**src/rtl/nn_seq_pkg.sv**
```systemverilog
// Shared types, default constants and helpers for the layer sequencer.
package nn_seq_pkg;

  localparam int DEF_W    = 8;
  localparam int DEF_FRAC = 4;

  typedef enum logic [2:0] {
    IDLE,
    FETCH,
    MAC,
    BFETCH,
    BADD,
    ACT,
    WRITE,
    DONE
  } state_t;

  // Address width for a memory of n entries; a single entry still gets one bit.
  function automatic int addr_w(input int n);
    return (n > 1) ? $clog2(n) : 1;
  endfunction

  // Clamp a wide signed value into the range of a w-bit signed number.
  function automatic logic signed [63:0] saturate(input logic signed [63:0] v, input int w);
    logic signed [63:0] hi;
    logic signed [63:0] lo;
    hi = (64'sd1 <<< (w - 1)) - 64'sd1;
    lo = -(64'sd1 <<< (w - 1));
    if (v > hi) return hi;
    if (v < lo) return lo;
    return v;
  endfunction

endpackage

```
**src/rtl/nn_layer_sequencer_if.sv**
```systemverilog
// Memory, activation and result signals between the sequencer and its environment.
interface nn_layer_sequencer_if
  import nn_seq_pkg::*;
#(
  parameter int N_IN  = 2,
  parameter int N_OUT = 2,
  parameter int W     = DEF_W
);

  localparam int XA_W = addr_w(N_IN);
  localparam int WA_W = addr_w(N_IN * N_OUT);
  localparam int YA_W = addr_w(N_OUT);

  logic                   start;
  logic                   busy;
  logic                   done;
  logic [XA_W-1:0]        x_addr;
  logic signed [W-1:0]    x_data;
  logic [WA_W-1:0]        w_addr;
  logic signed [W-1:0]    w_data;
  logic [YA_W-1:0]        b_addr;
  logic signed [W-1:0]    b_data;
  logic                   act_req;
  logic signed [W-1:0]    act_z;
  logic                   act_ack;
  logic signed [W-1:0]    act_a;
  logic                   y_we;
  logic [YA_W-1:0]        y_addr;
  logic signed [W-1:0]    y_data;

  modport master (
    input  start, x_data, w_data, b_data, act_ack, act_a,
    output busy, done, x_addr, w_addr, b_addr, act_req, act_z, y_we, y_addr, y_data
  );

  modport slave (
    output start, x_data, w_data, b_data, act_ack, act_a,
    input  busy, done, x_addr, w_addr, b_addr, act_req, act_z, y_we, y_addr, y_data
  );

endinterface

```
**src/rtl/nn_mac_unit.sv**
```systemverilog
// Multiply-shift-accumulate datapath with bias add and saturation to W bits.
module nn_mac_unit
  import nn_seq_pkg::*;
#(
  parameter int N_IN = 2,
  parameter int W    = DEF_W,
  parameter int FRAC = DEF_FRAC
) (
  input  logic                clk,
  input  logic                rst,
  input  logic                clear,
  input  logic                mac_en,
  input  logic                bias_en,
  input  logic signed [W-1:0] x,
  input  logic signed [W-1:0] w,
  input  logic signed [W-1:0] b,
  output logic signed [W-1:0] z
);

  // Wide enough that N_IN full-scale terms plus a bias never wrap.
  localparam int ACC_W = 2 * W + $clog2(N_IN) + 1;

  logic signed [ACC_W-1:0] acc;
  logic signed [2*W-1:0]   prod;
  logic signed [2*W-1:0]   term;
  logic signed [63:0]      biased;

  // Full-precision product, floor-rescaled back to the Q format, and the biased sum.
  always_comb begin
    prod   = (2*W)'(x) * (2*W)'(w);
    term   = prod >>> FRAC;
    biased = 64'(acc) + 64'(b);
  end

  // Accumulator and the saturated pre-activation register.
  always_ff @(posedge clk) begin
    if (rst) begin
      acc <= '0;
      z   <= '0;
    end else begin
      if (clear)       acc <= '0;
      else if (mac_en) acc <= acc + ACC_W'(term);
      if (bias_en)     z <= W'(saturate(biased, W));
    end
  end

endmodule

```
**src/rtl/nn_layer_sequencer.sv**
```systemverilog
// Walks every neuron of one dense layer: MAC over the inputs, add bias,
// hand off to an external activation unit and write the result.
module nn_layer_sequencer
  import nn_seq_pkg::*;
#(
  parameter int N_IN  = 2,
  parameter int N_OUT = 2,
  parameter int W     = DEF_W,
  parameter int FRAC  = DEF_FRAC
) (
  input  logic                  clk,
  input  logic                  rst,
  nn_layer_sequencer_if.master  bus
);

  localparam int XA_W = addr_w(N_IN);
  localparam int WA_W = addr_w(N_IN * N_OUT);
  localparam int YA_W = addr_w(N_OUT);
  localparam logic [XA_W-1:0] I_LAST = XA_W'(N_IN - 1);
  localparam logic [YA_W-1:0] J_LAST = YA_W'(N_OUT - 1);

  state_t state, state_next;

  logic [XA_W-1:0]     i;
  logic [YA_W-1:0]     j;
  logic [XA_W-1:0]     x_addr_q;
  logic [WA_W-1:0]     w_addr_q;
  logic [WA_W-1:0]     w_addr_cur;
  logic [YA_W-1:0]     b_addr_q;
  logic [YA_W-1:0]     y_addr_q;
  logic signed [W-1:0] y_data_q;
  logic signed [W-1:0] act_z_w;
  logic                mac_clear;
  logic                mac_en;
  logic                bias_en;

  assign w_addr_cur = WA_W'(j) * WA_W'(N_IN) + WA_W'(i);

  // State register.
  always_ff @(posedge clk) begin
    if (rst) state <= IDLE;
    else     state <= state_next;
  end

  // Next-state logic and datapath control strobes.
  always_comb begin
    state_next = state;
    mac_clear  = 1'b0;
    mac_en     = 1'b0;
    bias_en    = 1'b0;
    case (state)
      IDLE: begin
        if (bus.start) begin
          state_next = FETCH;
          mac_clear  = 1'b1;
        end
      end
      FETCH:  state_next = MAC;
      MAC: begin
        mac_en     = 1'b1;
        state_next = (i == I_LAST) ? BFETCH : FETCH;
      end
      BFETCH: state_next = BADD;
      BADD: begin
        bias_en    = 1'b1;
        state_next = ACT;
      end
      ACT: begin
        if (bus.act_ack) state_next = WRITE;
      end
      WRITE: begin
        if (j == J_LAST) begin
          state_next = DONE;
        end else begin
          state_next = FETCH;
          mac_clear  = 1'b1;
        end
      end
      DONE:    state_next = IDLE;
      default: state_next = IDLE;
    endcase
  end

  // Input/neuron counters, held copies of the addresses and the captured activation.
  always_ff @(posedge clk) begin
    if (rst) begin
      i        <= '0;
      j        <= '0;
      x_addr_q <= '0;
      w_addr_q <= '0;
      b_addr_q <= '0;
      y_addr_q <= '0;
      y_data_q <= '0;
    end else begin
      case (state)
        IDLE: begin
          if (bus.start) begin
            i <= '0;
            j <= '0;
          end
        end
        FETCH: begin
          x_addr_q <= i;
          w_addr_q <= w_addr_cur;
        end
        MAC: begin
          if (i != I_LAST) i <= i + XA_W'(1);
        end
        BFETCH: b_addr_q <= j;
        ACT: begin
          if (bus.act_ack) y_data_q <= bus.act_a;
        end
        WRITE: begin
          y_addr_q <= j;
          if (j != J_LAST) begin
            j <= j + YA_W'(1);
            i <= '0;
          end
        end
        default: ;
      endcase
    end
  end

  nn_mac_unit #(
    .N_IN (N_IN),
    .W    (W),
    .FRAC (FRAC)
  ) u_mac (
    .clk     (clk),
    .rst     (rst),
    .clear   (mac_clear),
    .mac_en  (mac_en),
    .bias_en (bias_en),
    .x       (bus.x_data),
    .w       (bus.w_data),
    .b       (bus.b_data),
    .z       (act_z_w)
  );

  assign bus.busy    = (state != IDLE);
  assign bus.done    = (state == DONE);
  assign bus.act_req = (state == ACT);
  assign bus.y_we    = (state == WRITE);
  assign bus.x_addr  = (state == FETCH)  ? i          : x_addr_q;
  assign bus.w_addr  = (state == FETCH)  ? w_addr_cur : w_addr_q;
  assign bus.b_addr  = (state == BFETCH) ? j          : b_addr_q;
  assign bus.y_addr  = (state == WRITE)  ? j          : y_addr_q;
  assign bus.y_data  = y_data_q;
  assign bus.act_z   = act_z_w;

endmodule

```
**src/flat_wrapper.sv**
```systemverilog
// flat-port wrapper written by rule: the top's interface ports become plain ports
module nn_layer_sequencer_flat import nn_seq_pkg::*;
#(
  parameter int N_IN  = 2,
  parameter int N_OUT = 2,
  parameter int W     = DEF_W,
  parameter int FRAC  = DEF_FRAC
)
  (clk, rst, bus_start, bus_x_data, bus_w_data, bus_b_data, bus_act_ack, bus_act_a, bus_busy, bus_done, bus_x_addr, bus_w_addr, bus_b_addr, bus_act_req, bus_act_z, bus_y_we, bus_y_addr, bus_y_data);
  nn_layer_sequencer_if #(.N_IN(N_IN), .N_OUT(N_OUT), .W(W)) bus_i ();
  input  logic clk;
  input  logic rst;
  input wire logic [$bits(bus_i.start)-1:0] bus_start;
  input wire logic [$bits(bus_i.x_data)-1:0] bus_x_data;
  input wire logic [$bits(bus_i.w_data)-1:0] bus_w_data;
  input wire logic [$bits(bus_i.b_data)-1:0] bus_b_data;
  input wire logic [$bits(bus_i.act_ack)-1:0] bus_act_ack;
  input wire logic [$bits(bus_i.act_a)-1:0] bus_act_a;
  output wire logic [$bits(bus_i.busy)-1:0] bus_busy;
  output wire logic [$bits(bus_i.done)-1:0] bus_done;
  output wire logic [$bits(bus_i.x_addr)-1:0] bus_x_addr;
  output wire logic [$bits(bus_i.w_addr)-1:0] bus_w_addr;
  output wire logic [$bits(bus_i.b_addr)-1:0] bus_b_addr;
  output wire logic [$bits(bus_i.act_req)-1:0] bus_act_req;
  output wire logic [$bits(bus_i.act_z)-1:0] bus_act_z;
  output wire logic [$bits(bus_i.y_we)-1:0] bus_y_we;
  output wire logic [$bits(bus_i.y_addr)-1:0] bus_y_addr;
  output wire logic [$bits(bus_i.y_data)-1:0] bus_y_data;
  assign bus_i.start = bus_start;
  assign bus_i.x_data = bus_x_data;
  assign bus_i.w_data = bus_w_data;
  assign bus_i.b_data = bus_b_data;
  assign bus_i.act_ack = bus_act_ack;
  assign bus_i.act_a = bus_act_a;
  assign bus_busy = bus_i.busy;
  assign bus_done = bus_i.done;
  assign bus_x_addr = bus_i.x_addr;
  assign bus_w_addr = bus_i.w_addr;
  assign bus_b_addr = bus_i.b_addr;
  assign bus_act_req = bus_i.act_req;
  assign bus_act_z = bus_i.act_z;
  assign bus_y_we = bus_i.y_we;
  assign bus_y_addr = bus_i.y_addr;
  assign bus_y_data = bus_i.y_data;
  nn_layer_sequencer #(.N_IN(N_IN), .N_OUT(N_OUT), .W(W), .FRAC(FRAC)) u_core (.clk(clk), .rst(rst), .bus(bus_i));
endmodule
```
**config.mk**
```make
export PLATFORM = sky130hd
export DESIGN_NAME = nn_layer_sequencer_flat
export DESIGN_NICKNAME = d
export VERILOG_FILES = /design/src/rtl/nn_seq_pkg.sv /design/src/rtl/nn_layer_sequencer_if.sv /design/src/rtl/nn_mac_unit.sv /design/src/rtl/nn_layer_sequencer.sv /design/src/flat_wrapper.sv
export SDC_FILE = /design/constraint.sdc
export NUM_CORES = 1
export LEC_CHECK = 0
export ABC_AREA = 0
export CAP_MARGIN = 5
export CORE_UTILIZATION = 40
export CTS_CLUSTER_SIZE = 25
export DETAILED_ROUTE_END_ITERATION = 10
export SLEW_MARGIN = 10
export SYNTH_ARGS = -nofsm -noshare
export SYNTH_HDL_FRONTEND = slang
export SYNTH_SLANG_ARGS = --single-unit
```
**constraint.sdc**
```tcl
create_clock -name clk -period 6.4 [get_ports clk]
set_input_delay 0.96 -clock clk [delete_from_list [all_inputs] [get_ports clk]]
set_output_delay 0.96 -clock clk [all_outputs]
set_load 0.005 [all_outputs]
```
==> impl_table.tex <==
\begin{tabular}{lr}
\hline
Metric & Value \\
\hline
\multicolumn{2}{l}{\textbf{Status}} \\
Outcome & complete, no violations \\
\multicolumn{2}{l}{\textbf{Synthesis}} \\
Largest family of logic cells by synthesized area & adder cells \\
Dominant cells by area after synthesis & sky130\_fd\_sc\_hd\_\_fa\_1 19\%, sky130\_fd\_sc\_hd\_\_dfxtp\_1 15\%, sky130\_fd\_sc\_hd\_\_ha\_1 13\% \\
Most frequent cells after synthesis & 100 x sky130\_fd\_sc\_hd\_\_inv\_1, 81 x sky130\_fd\_sc\_hd\_\_nand2\_1, 63 x sky130\_fd\_sc\_hd\_\_ha\_1 \\
Cell count after synthesis & 729 \\
Simple-gate share of the synthesized area & 0.214 \\
Compound-cell area share of the yosys netlist & 0.169 \\
YS warnings & 0 \\
Xor and xnor fraction of the mapped netlist area & 0.0595 \\
Netlist area before placement & 5890 sq um \\
Sequential area share after synthesis & 0.150 \\
Commonest register cell after synthesis & sky130\_fd\_sc\_hd\_\_dfxtp\_1 \\
Number of synthesized flops with an enable pin & 0 \\
Flop and latch count out of synthesis & 44 \\
Library cell with the highest instance count after synthesis & sky130\_fd\_sc\_hd\_\_inv\_1 \\
Share of flip-flops with an asynchronous set or reset & 0 \\
Mux share of post-synthesis cell area & 0.00956 \\
Post-synth net total & 884 \\
Cell taking the most area after synthesis & sky130\_fd\_sc\_hd\_\_fa\_1 \\
Synth Area per Inst & 8.08 sq um \\
Unique masters post-synth & 62 \\
Adder-Cell Fraction of Synth Area & 0.324 \\
Synth top area share & 0.190 \\
\multicolumn{2}{l}{\textbf{Clocking}} \\
Clock transition time at the flip-flop clock pins of the worst setup and hold paths & about 0.07 ns \\
H-tree depth reported by CTS & 2 \\
Clock tree from TritonCTS & done \\
Clock latency at the later pin of the worst-skew pair & about 0.29 ns \\
Number of sinks driven by the clock tree & 44 \\
Clock root buffer master & sky130\_fd\_sc\_hd\_\_clkbuf\_16 \\
Hold buffers post-CTS & 0 \\
Inserted Clock Buffers & 5 \\
CTS max path bufs & 2 \\
\multicolumn{2}{l}{\textbf{Global routing}} \\
Total gr overflow & 0 \\
Overall Global Routing Usage & 0.188 \\
Vias in the first global route & approximately 5200 \\
Wire length of the first global-routing pass & 23.2 mm \\
Pin count of the biggest net entering global routing & 27 \\
Initial antenna violation count & 0 \\
\multicolumn{2}{l}{\textbf{Final layout}} \\
Antenna diode count & 0 \\
Fraction of layout cells with a size suffix above 1 & 0.245 \\
Synthesis-to-layout area growth & 34.4\% \\
Multi-input gate area & 4990 sq um \\
Area taken by flip-flops and latches & 881 sq um \\
Filler cell count & 1266 \\
Final cell area excluding filler cells & a little under 8000 sq um \\
Final standard cell count with taps included and fillers excluded & 1058 \\
Total number of nets in the final design & between 1000 and 1500 \\
\multicolumn{2}{l}{\textbf{Pwr}} \\
Total chip power & 3.93 mW \\
Power density over cell area & about 500 nW/um\^{}2 \\
Power spent charging and discharging nets & 1.75 mW \\
Internal Pwr Total & 2.18 mW \\
Clock network fraction of design power & 0.065 \\
Worst-case vdd ir drop & between 0.0003 and 0.0004 V \\
Relative contribution of combinational cells to total power & 0.851 \\
Power share of the sequential group & 0.083 \\
Leakage power summed over all cells & 3.58 nW \\
Proportion of total power due to net switching & 0.446 \\
\multicolumn{2}{l}{\textbf{Setup path}} \\
Count of buffer and inverter cells on the critical path & 6 \\
Maximum fanout encountered on the critical timing path & 5 \\
Worst Setup Path Type & input port to flip-flop \\
Delay-heaviest family, CP & adder cells \\
Worst EP arrival & 6.54 ns \\
Required time of the critical path & 6.62 ns \\
Category of the worst setup path capture point & flip-flop \\
Setup crit start kind & input port \\
Largest stage delay on the critical path & 0.59 ns \\
Series of cell instances along the critical path & buf\_8 -> buf\_6 -> and2\_4 -> fa\_2 -> inv\_2 -> fa\_1 -> inv\_1 -> fa\_1 -> inv\_2 -> fa\_1 -> inv\_2 -> ha\_4 -> nand3\_2 -> or4\_4 -> and3b\_1 -> xnor2\_1 -> ha\_2 -> a21oi\_4 -> a211oi\_4 -> o31ai\_4 -> o21ai\_2 -> xnor2\_2 -> or3\_1 -> a21oi\_1 \\
Slowest library cell on the worst path & sky130\_fd\_sc\_hd\_\_fa\_2 \\
\multicolumn{2}{l}{\textbf{Placement}} \\
DP Wirelength & 11.4 mm \\
Global placement routability congestion & 0.884 \\
Post-DP Area & 7340 sq um \\
IO buf count & 60 \\
Setup slack after placement & -0.820 ns \\
Post-Place Cells & approximately 1000 \\
\multicolumn{2}{l}{\textbf{Detailed routing}} \\
Drc violations & 0 \\
Iteration-0 DRC count of the detailed router & 194 \\
Via density per instance & around 5.1 \\
Detail Route Antenna Nets & 0 \\
Via count & around 5400 \\
Wire length after detailed routing & 14.2 mm \\
Count of TritonRoute iterations in the first routing pass & 4 \\
Wirelength per Cell & 13.4 um \\
\multicolumn{2}{l}{\textbf{Timing}} \\
Period Utilization, post-route & 0.987 \\
Upper clock frequency limit & 0.158 GHz \\
Worst-case headroom to the max-slew limit & 0.337 \\
Slew at the pin closest to its max-slew limit & 0.992 ns \\
RSZ-0062 raised after global routing & true \\
Final setup vio count & 0 \\
Hold violation total from the final report & 0 \\
Fin worst setup slack & approximately 0.084 ns \\
Final Skew & 0.00727 ns \\
Final worst path period need & 6.32 ns \\
Number of pins with negative max-slew slack in the final report & 0 \\
\multicolumn{2}{l}{\textbf{Min path}} \\
Type of the most critical hold path & flip-flop to flip-flop \\
\multicolumn{2}{l}{\textbf{Floorplan}} \\
DIE AREA & around 15000 sq um \\
Y dimension of the die & 123 um \\
Cell Rows & 43 \\
Initial core utilization & 0.418 \\
Die extent in x & $\sim$120 um \\
Placeable core region & roughly 14000 sq um \\
Num ports & 61 \\
\multicolumn{2}{l}{\textbf{Job}} \\
Max capacitance violation total & 0 \\
\hline
\end{tabular}
-- timing repair --
action,in CTS,in global routing
pin swaps,29,62
setup endpoints to repair,8,7
setup buffers,10,6
resized for setup,55,87
-- cell usage in the layout (no fill, tap or decap), types with 8 or more instances in the layout --
master and n:
sky130_fd_sc_hd__ha_4 11, sky130_fd_sc_hd__xor2_1 9, sky130_fd_sc_hd__nor2_1 51, sky130_fd_sc_hd__buf_6 8
sky130_fd_sc_hd__a21oi_1 54, sky130_fd_sc_hd__nand2_1 79, sky130_fd_sc_hd__nand3_1 11, sky130_fd_sc_hd__xnor2_1 28
sky130_fd_sc_hd__o21ai_0 11, sky130_fd_sc_hd__ha_1 47, sky130_fd_sc_hd__dfxtp_1 44, sky130_fd_sc_hd__inv_1 86
sky130_fd_sc_hd__and2_1 30, sky130_fd_sc_hd__and3_1 8, sky130_fd_sc_hd__buf_4 91, sky130_fd_sc_hd__clkbuf_2 10
sky130_fd_sc_hd__clkdlybuf4s50_1 44, sky130_fd_sc_hd__fa_1 49, sky130_fd_sc_hd__nor2b_1 9, sky130_fd_sc_hd__inv_2 14
sky130_fd_sc_hd__a21o_1 11, sky130_fd_sc_hd__and2_4 10, sky130_fd_sc_hd__nand2b_1 9, sky130_fd_sc_hd__a211oi_1 9
sky130_fd_sc_hd__nor3_1 15
-- final timing paths --
path	startpoint	end	slack [ns]	cells after the start
worst max-delay path	bus_w_data[3]	u_core.u_mac.acc[17]	0.08	24
worst max register to register	u_core.u_mac.acc[0]	u_core.u_mac.z[1]	3.03	12
worst min-delay path	u_core.bus.y_data[0]	u_core.bus.y_data[0]	0.46	2
worst min register to register	u_core.bus.y_data[0]	u_core.bus.y_data[0]	0.46	2
-- tightest hold or removal path, stage by stage, from the launching register on --
cell and delay (ns):
sky130_fd_sc_hd__dfxtp_1 0.31, sky130_fd_sc_hd__nand2_1 0.05, sky130_fd_sc_hd__a21oi_1 0.05
-- registers in the layout, summed over array words and instances (netlist names) --
signal and flops:
u_core.state 3, u_core.w_addr_q 2, u_core.i 1, u_core.u_mac.z 8, u_core.u_mac.acc 18, u_core.y_addr_q 1, u_core.b_addr_q 1, u_core.bus.y_data 8
u_core.j 1, u_core.x_addr_q 1
-- routing by layer --
| metal | vias to the layer above | global-route usage | wire length (um) |
|---|---|---|---|
| li1 | 2732 | - | - |
| met1 | 2572 | 0.236 | 6470 |
| met2 | 87 | 0.339 | 7090 |
| met3 | 14 | 0.0198 | 427 |
| met4 | 0 | 0.0489 | 174 |
| met5 | - | 0 | 0 |
-- cells by family (layout without fill, tap and decap cells) --
kind of cell,after synthesis,count (layout)
xor+xnor,40,40
compound gates,150,150
flops,44,44
fa+ha+maj,119,119
mux,5,5
buf+inv,115,264
simple gates,256,256
-- metrics by stage --
step	setup TNS (ns)	hold WS, ns	utilization
after detailed placement	-5.09	0.448	0.521
after global routing	-0.294	0.479	0.562
final	0	0.458	0.562
after floorplan	0	0.452	-
after global placement	-4.29	0.443	0.521
after CTS	0	0.457	0.546
-- power by group through the flow --
stage	Sequential, mW	Combinational (mW)	Clock (mW)
2_1_floorplan	0.320	1.86	0
3_3_place_gp	0.331	2.70	0
3_5_place_dp	0.332	2.76	0
4_1_cts	0.326	2.99	0.261
5_1_grt	0.331	3.69	0.273
6_report	0.327	3.35	0.257
-- final cells by class --
class	instances	share of cell area
multi-input cells	570	0.631
flip-flops and latches	44	0.111
clock inverters	3	0.00269
inverters	100	0.0474
repair buffers	156	0.164
clock buffers	5	0.0158
well taps	180	0.0285
(Power assumes the default switching activity.)
